--- config.mk ---
export PLATFORM = sky130hd
export DESIGN_NAME = div_unit
export DESIGN_NICKNAME = d
export VERILOG_FILES = /design/src/rtl/div_unit.sv
export SDC_FILE = /design/constraint.sdc
export NUM_CORES = 1
export LEC_CHECK = 0
export ABC_AREA = 1
export ABC_CLOCK_PERIOD_IN_PS = 2300
export CAP_MARGIN = 20
export CORE_UTILIZATION = 45
export CTS_CLUSTER_DIAMETER = 30
export DETAILED_ROUTE_END_ITERATION = 8
export GPL_TIMING_DRIVEN = 0
export PLACE_DENSITY = 0.6
export REMOVE_ABC_BUFFERS = 1
export SYNTH_ARGS = -nofsm -noshare
export SYNTH_HDL_FRONTEND = slang
export SYNTH_SLANG_ARGS = --single-unit
--- constraint.sdc ---
create_clock -name clk -period 2.3 [get_ports clk]
set_clock_uncertainty 0.05 [all_clocks]
set_input_delay 0.46 -clock clk [delete_from_list [all_inputs] [get_ports clk]]
set_output_delay 0.46 -clock clk [all_outputs]
set_load 0.02 [all_outputs]
--- src/rtl/div_unit.sv ---
// Iterative radix-2 restoring divider for RV32M DIV/DIVU/REM/REMU.
// One quotient bit per cycle, followed by one sign-fix cycle before the result is presented.
module div_unit #(
  parameter int XLEN = 32
) (
  input  logic            clk,
  input  logic            rst,
  input  logic            start,
  input  logic            kill,
  input  logic [1:0]      op,
  input  logic [XLEN-1:0] a,
  input  logic [XLEN-1:0] b,
  output logic            busy,
  output logic            done,
  output logic [XLEN-1:0] r
);

  localparam int CW = (XLEN > 1) ? $clog2(XLEN) : 1;
  localparam logic [XLEN-1:0] MIN_NEG = {1'b1, {(XLEN-1){1'b0}}};

  typedef enum logic [1:0] {IDLE, CALC, FIX, DONE} state_t;

  state_t          state_q, state_d;
  logic            rem_sel_q, rem_sel_d;
  logic            a_neg_q, a_neg_d;
  logic            b_neg_q, b_neg_d;
  logic [XLEN-1:0] quo_q, quo_d;
  logic [XLEN-1:0] rem_q, rem_d;
  logic [XLEN-1:0] div_q, div_d;
  logic [CW-1:0]   cnt_q, cnt_d;
  logic [XLEN-1:0] r_q, r_d;

  logic            sgn, a_neg_in, b_neg_in, ovf;
  logic [XLEN-1:0] a_mag, b_mag;
  logic [XLEN:0]   p_shift;
  logic [XLEN-1:0] p_sub, quo_fix, rem_fix;

  always_ff @(posedge clk) begin
    if (!rst) begin
      state_q   <= IDLE;
      rem_sel_q <= 1'b0;
      a_neg_q   <= 1'b0;
      b_neg_q   <= 1'b0;
      quo_q     <= '0;
      rem_q     <= '0;
      div_q     <= '0;
      cnt_q     <= '0;
      r_q       <= '0;
    end else begin
      state_q   <= state_d;
      rem_sel_q <= rem_sel_d;
      a_neg_q   <= a_neg_d;
      b_neg_q   <= b_neg_d;
      quo_q     <= quo_d;
      rem_q     <= rem_d;
      div_q     <= div_d;
      cnt_q     <= cnt_d;
      r_q       <= r_d;
    end
  end

  always_comb begin
    sgn      = ~op[0];
    a_neg_in = sgn & a[XLEN-1];
    b_neg_in = sgn & b[XLEN-1];
    a_mag    = a_neg_in ? -a : a;
    b_mag    = b_neg_in ? -b : b;
    ovf      = sgn && (a == MIN_NEG) && (b == '1);

    // The partial remainder never reaches 2*divisor, so the low XLEN bits of the difference are exact.
    p_shift  = {1'b0, rem_q, quo_q[XLEN-1]};
    p_sub    = p_shift[XLEN-1:0] - div_q;
    quo_fix  = (a_neg_q ^ b_neg_q) ? -quo_q : quo_q;
    rem_fix  = a_neg_q ? -rem_q : rem_q;

    state_d   = state_q;
    rem_sel_d = rem_sel_q;
    a_neg_d   = a_neg_q;
    b_neg_d   = b_neg_q;
    quo_d     = quo_q;
    rem_d     = rem_q;
    div_d     = div_q;
    cnt_d     = cnt_q;
    r_d       = r_q;

    if (kill) begin
      state_d = IDLE;
    end else begin
      case (state_q)
        IDLE, DONE: begin
          state_d = IDLE;
          if (start) begin
            rem_sel_d = op[1];
            a_neg_d   = a_neg_in;
            b_neg_d   = b_neg_in;
            quo_d     = a_mag;
            div_d     = b_mag;
            rem_d     = '0;
            cnt_d     = CW'(XLEN - 1);
            if (b == '0) begin
              state_d = DONE;
              r_d     = op[1] ? a : '1;
            end else if (ovf) begin
              state_d = DONE;
              r_d     = op[1] ? '0 : MIN_NEG;
            end else begin
              state_d = CALC;
            end
          end
        end
        CALC: begin
          if (p_shift >= {1'b0, div_q}) begin
            rem_d = p_sub;
            quo_d = {quo_q[XLEN-2:0], 1'b1};
          end else begin
            rem_d = p_shift[XLEN-1:0];
            quo_d = {quo_q[XLEN-2:0], 1'b0};
          end
          if (cnt_q == '0) state_d = FIX;
          else             cnt_d   = cnt_q - 1'b1;
        end
        FIX: begin
          r_d     = rem_sel_q ? rem_fix : quo_fix;
          state_d = DONE;
        end
        default: state_d = IDLE;
      endcase
    end
  end

  always_comb begin
    busy = (state_q == CALC) || (state_q == FIX);
    done = (state_q == DONE);
    r    = r_q;
  end

endmodule
* Yosys cells after proc, flatten, opt, wreduce, memory -nomap -nowiden
Index checks and enable logic that the tools add are counted.
Word-level totals: register bits after elaboration 138, output and inout bits 34, logic and storage cells 70
Operators by class: add/subtract/negate cells 6, $lt $le $gt $ge 1, equality and inequality tests 9, muxes and demuxes 25, bitwise gates (word level) 6, reductions and logical operators 14
Operators with widths (number):
- $mux 32 | 13
- $pmux 32 s2 | 3
- $neg 32->32 | 4
- $eq 32x32->1 const B | 2
- $ge 33x32->1 | 1
- $logic_not 32->1 | 1
- $sub 32x32->32 | 1
- $mux 5 | 2
- $pmux 5 s2 | 1
- $mux 2 | 4
- $reduce_and 4->1 | 2
- $ne 2x2->1 const B | 3
- $pmux 2 s3 | 1
- $reduce_and 3->1 | 2
- $logic_not 5->1 | 1
- $sub 5x1->5 const B | 1
- $eq 2x2->1 const B | 2
- $reduce_bool 2->1 | 2
- $reduce_or 2->1 | 2
- $ne 3x3->1 const B | 1
- $not 1->1 | 3
- $and 1x1->1 | 2
- $eq 2x1->1 const B | 1
- $logic_and 1x1->1 | 2
- 4 further kinds | 4

* Logic depth before layout (Yosys ltp)
depth in word-level cells 7, depth in mapped cells 17

* Least setup slack after synthesis
OpenSTA, ideal clock, no wires.
path kind register to register, start register quo_q[31], end register rem_q[28], library setup time 0.134 ns, arrival 1.833 ns, setup slack 0.284 ns, stages on the path, launching flop included 17, path buffers 0, path through dfxtp_1 -> inv_1 -> ha_1 -> inv_1 -> fa_1 -> nand3_1 -> nand3_1 -> nand2_1 -> nand2_1 -> nand2_1 -> nand2_1 -> nand2_1 -> nand2_1 -> nand2_1 -> nand3_1 -> nand2_1 -> a21oi_1
Between the ends: longest elaborated chain between the ends 3
Ends and longest elaborated chain:
- start: declaration | line 27 | logic [XLEN-1:0] quo_q, quo_d;
- start signal: assignment | line 54 | quo_q <= quo_d;
- $sub 32x32->32 or $ge 33x32->1 (tied branches) | line 72, 112
- $mux 32 (*) | line 112 | if (p_shift >= {1'b0, div_q}) begin
- $pmux 32 s2 (*) | line 89 | case (state_q)
- end signal: assignment | line 55 | rem_q <= rem_d;
- end: declaration | line 28 | logic [XLEN-1:0] rem_q, rem_d;
Every way passes the cells marked *; elsewhere a longest branch is shown, timed or not. A chain may end at the register's enable or synchronous reset.

* Worst setup path after layout
start register state_q[0], end register r_q[18] (netlist: r[18])
Between the ends: longest elaborated chain between the ends 4
Ends and longest elaborated chain:
- start: declaration | line 23 | state_t state_q, state_d;
- start signal: assignment | line 50 | state_q <= state_d;
- $eq 2x2->1 or $logic_not 2->1 (tied branches) | line 89
- $reduce_or 2->1 | line 89
- $ne 3x3->1 (no line) (tied with other cells)
- $reduce_and 4->1 (no line)
- end signal: assignment | line 58 | r_q <= r_d;
- end: declaration | line 31 | logic [XLEN-1:0] r_q, r_d;
Several ways; a longest one is shown, not always the timed one.

==> flow_metrics.py <==
metrics = {
    "run_status": {
        "status": "complete, no violations",
    },
    "power": {
        "combinationalPowerShare_pct": 34.6,
        "p_seq_share_pct": 30.8,
        "power_mw": 8.622,
        "p_leak_nw": 8.151,
        "clkPwrFrac_pct": 34.6,
        "cellPowerDensity_nw_per_um2": 514.0,
        "switchingPower_mw": 3.173,
        "p_sw_share_pct": 36.80,
        "vdd_drop_max_mv": 0.6034,
        "intPower_mw": 5.450,
    },
    "placement": {
        "gp_congestion": 0.9882,
        "hpwl_microns": 35620,
        "dp_slack_ps": -1398,
        "io_buffers": 103,
        "post_dp_cell_area_sq_um": 14110,
    },
    "grt": {
        "grt.total_usage_pct": 34.56,
        "globalRouteOverflowTotal": 0,
        "grt_max_degree": 51,
        "antenna_found_initial": 1,
        "grt_first_pass_wirelength_microns": 77020,
        "first_global_vias": 13785,
    },
    "layout": {
        "syn_to_final_growth_pct": 29.87,
        "drive_gt1_share_pct": 16.24,
        "multi_input_comb_area_sq_um": 9570,
        "layout_commonest_cell": "nand2_1",
        "register_area_sq_um": 2841,
        "nets": 2552,
        "finalInstanceArea_sq_um": 16780,
        "final_cell_mix": "nand2_1 (625), inv_1 (301), nand3_1 (228)",
        "nFillCells": 2833,
        "antenna_cells": 0,
    },
    "clocking": {
        "cts_buffers": 17,
        "clock_sinks": 138,
        "insertion_delay_ps": 460,
        "cts_buffer_depth": 2,
        "hold_buffers": 0,
        "root_buffer": "clkbuf_16",
        "path_clk_slew_ps": 60,
        "cts_tree": "built",
        "htreeDepth": 4,
    },
    "worst_setup_path": {
        "rr_worst_depth": 9,
        "r2r-end": "r[18]$_SDFFE_PN0P_",
        "crit_arrival_ps": 2630,
        "endpoint_kind": "flop",
        "reg2reg_from": "state_q[0]$_SDFFE_PP0P_",
        "r2r_setup_slack_ps": 10,
        "path_class": "reg -> reg",
        "crit_path_start_kind": "flop",
        "critical_path.max_fanout": 8,
        "crit_required_ps": 2650,
    },
    "synthesis": {
        "synth_top_flop_cell": "dfxtp_1",
        "synth_area_sq_um": 12920,
        "synth.yosys.seq_area_share_pct": 21.39,
        "synthArstFlopShare_pct": 0,
        "ys_types": 48,
        "synth_edf_count": 0,
        "yosys_warnings": 0,
        "ys_seq_elements": 138,
        "synth_cells": 2308,
        "synth.avg_cell_area_sq_um": 5.597,
    },
    "sta": {
        "hold_viol": 0,
        "tightest_slew_ps": 842.8,
        "max_freq_mhz": 436.9,
        "rsz0062_at_grt": "yes",
        "min_period_over_period_pct": 99.51,
        "setup_violations": 0,
        "drv_slew": 0,
        "fin_hold_ws_ps": 306.9,
        "slew_headroom_pct": 43.75,
        "timing.final.ws_setup_ps": 11.35,
        "fin_crit_ps": 2289,
    },
    "drt": {
        "drc": 0,
        "wl_microns": 51570,
        "top_layer": "met5",
        "met1Wirelength_microns": 23430,
        "met2_length_microns": 22370,
        "drt_iter0_markers": 1482,
        "drt_pass1_iterations": 8,
        "dr_total_vias": 15581,
        "dr_wl_met3_microns": 4467,
        "wl_per_cell_microns": 18.23,
        "via_per_inst": 5.508,
        "ant_nets": 0,
    },
    "floorplan": {
        "fp.dieH_microns": 171.4,
        "die_area_sq_um": 29390,
        "fp-row-count": 61,
        "io_pins": 104,
        "core_sq_um": 28010,
        "die_x_microns": 171.4,
        "initial_core_util_pct": 46.12,
    },
    "run": {
        "cap_violations": 0,
    },
    "hold_path": {
        "hold_depth": 3,
        "worst_hold_path_type": "in -> reg",
        "min_from": "b[0]",
        "holdPathEnd": "div_q[0]$_SDFFE_PN0P_",
    },
}
power by group through the flow:
| stage | clock network [mW] | logic [mW] | registers (mW) |
|---|---|---|---|
| after floorplan | 0 | 1.54 | 2.69 |
| after CTS | 3.01 | 2.67 | 2.64 |
| after global placement | 0 | 2.32 | 2.70 |
| final | 2.99 | 2.98 | 2.65 |
| after detailed placement | 0 | 2.37 | 2.69 |
| after global routing | 3.12 | 3.26 | 2.67 |
metrics by stage:
step	util, %	setup TNS (ps)	instances
final	59.89	0	2829
after global routing	59.89	-1045	2829
after floorplan	-	-27970	2222
after global placement	49.91	-247190	2703
after CTS	56.91	-4.061	2786
after detailed placement	50.39	-152930	2710
cell families (layout without fill, tap and decap cells):
| kind of cell | after synthesis | in the layout | synth area share, % |
|---|---|---|---|
| simple gates | 1241 | 1253 | 40.81 |
| buf+inv | 435 | 566 | 13.62 |
| compound gates | 404 | 404 | 16.78 |
| flops | 138 | 138 | 21.39 |
| xor+xnor | 47 | 47 | 3.187 |
| fa+ha+maj | 43 | 43 | 4.223 |
critical path: stages (launching register included):
cell	delay, ps
dfxtp_1	410
inv_1	120
ha_4	310
a21oi_2	260
o21a_2	400
nand2_8	210
buf_12	220
a21oi_1	130
nand2_1	70
inv_1	40
how the worst max path moves through the flow:
stage / end / cells past startpoint / start / slack [ps]
3_5_place_dp: rem_q[5]$_SDFFE_PN0P_ / 8 / kill / -1400
5_1_grt: r[4]$_SDFFE_PN0P_ / 8 / state_q[0]$_SDFFE_PP0P_ / -110
6_report: r[18]$_SDFFE_PN0P_ / 9 / state_q[0]$_SDFFE_PP0P_ / 10
2_1_floorplan: quo_q[11]$_SDFFE_PN0P_ / 7 / state_q[0]$_SDFFE_PP0P_ / -430
4_1_cts: rem_q[30]$_SDFFE_PN0P_ / 16 / quo_q[31]$_SDFFE_PN0P_ / -4
3_3_place_gp: quo_q[10]$_SDFFE_PN0P_ / 5 / rst / -2260
flip-flops by register name, indices dropped and copies added, names as in the netlist:
register / flops
div_q: 32
quo_q: 32
r: 32
state_q: 2
rem_sel_q: 1
b_neg_q: 1
cnt_q: 5
rem_q: 32
a_neg_q: 1
synthesized netlist by cell type (17+ instances only):
| master | instances | share of area [%] |
|---|---|---|
| clkbuf_1 | 47 | 1.4 |
| o21ai_0 | 170 | 6.6 |
| xor2_1 | 21 | 1.4 |
| inv_1 | 339 | 9.9 |
| xnor2_1 | 26 | 1.8 |
| nand3_1 | 239 | 9.3 |
| nand2_1 | 663 | 19 |
| nand4_1 | 38 | 1.8 |
| o211ai_1 | 20 | 1.2 |
| nor2_1 | 230 | 6.7 |
| dfxtp_1 | 138 | 21 |
| a21oi_1 | 167 | 6.5 |
| buf_2 | 17 | 0.66 |
| ha_1 | 42 | 4.1 |
| nor3_1 | 17 | 0.66 |
area by class of cell:
class	instances	share of cell area, %
tap	378	2.819
timing repair buffer	179	10.96
multi-input combinational	1747	57.05
inverter	349	8.279
clock inverter	7	0.6712
clock buffer	24	2.991
sequential	138	16.94
timing repair inverter	7	0.2909
metal layers:
layer,global-route usage (%),vias to the layer above
li1,-,7699
met5,0,-
met4,11.96,2
met1,47.31,7146
met3,8.721,90
met2,52.17,644
what timing repair did:
action	4_1_cts	5_1_grt
resized for setup	176	176
endpoints found under the setup margin	138	97
gates cloned	13	6
buffers inserted	32	37
pin swaps	24	52
hold endpoints to repair	0	0
No activity file was read; power rests on OpenSTA's default activity.
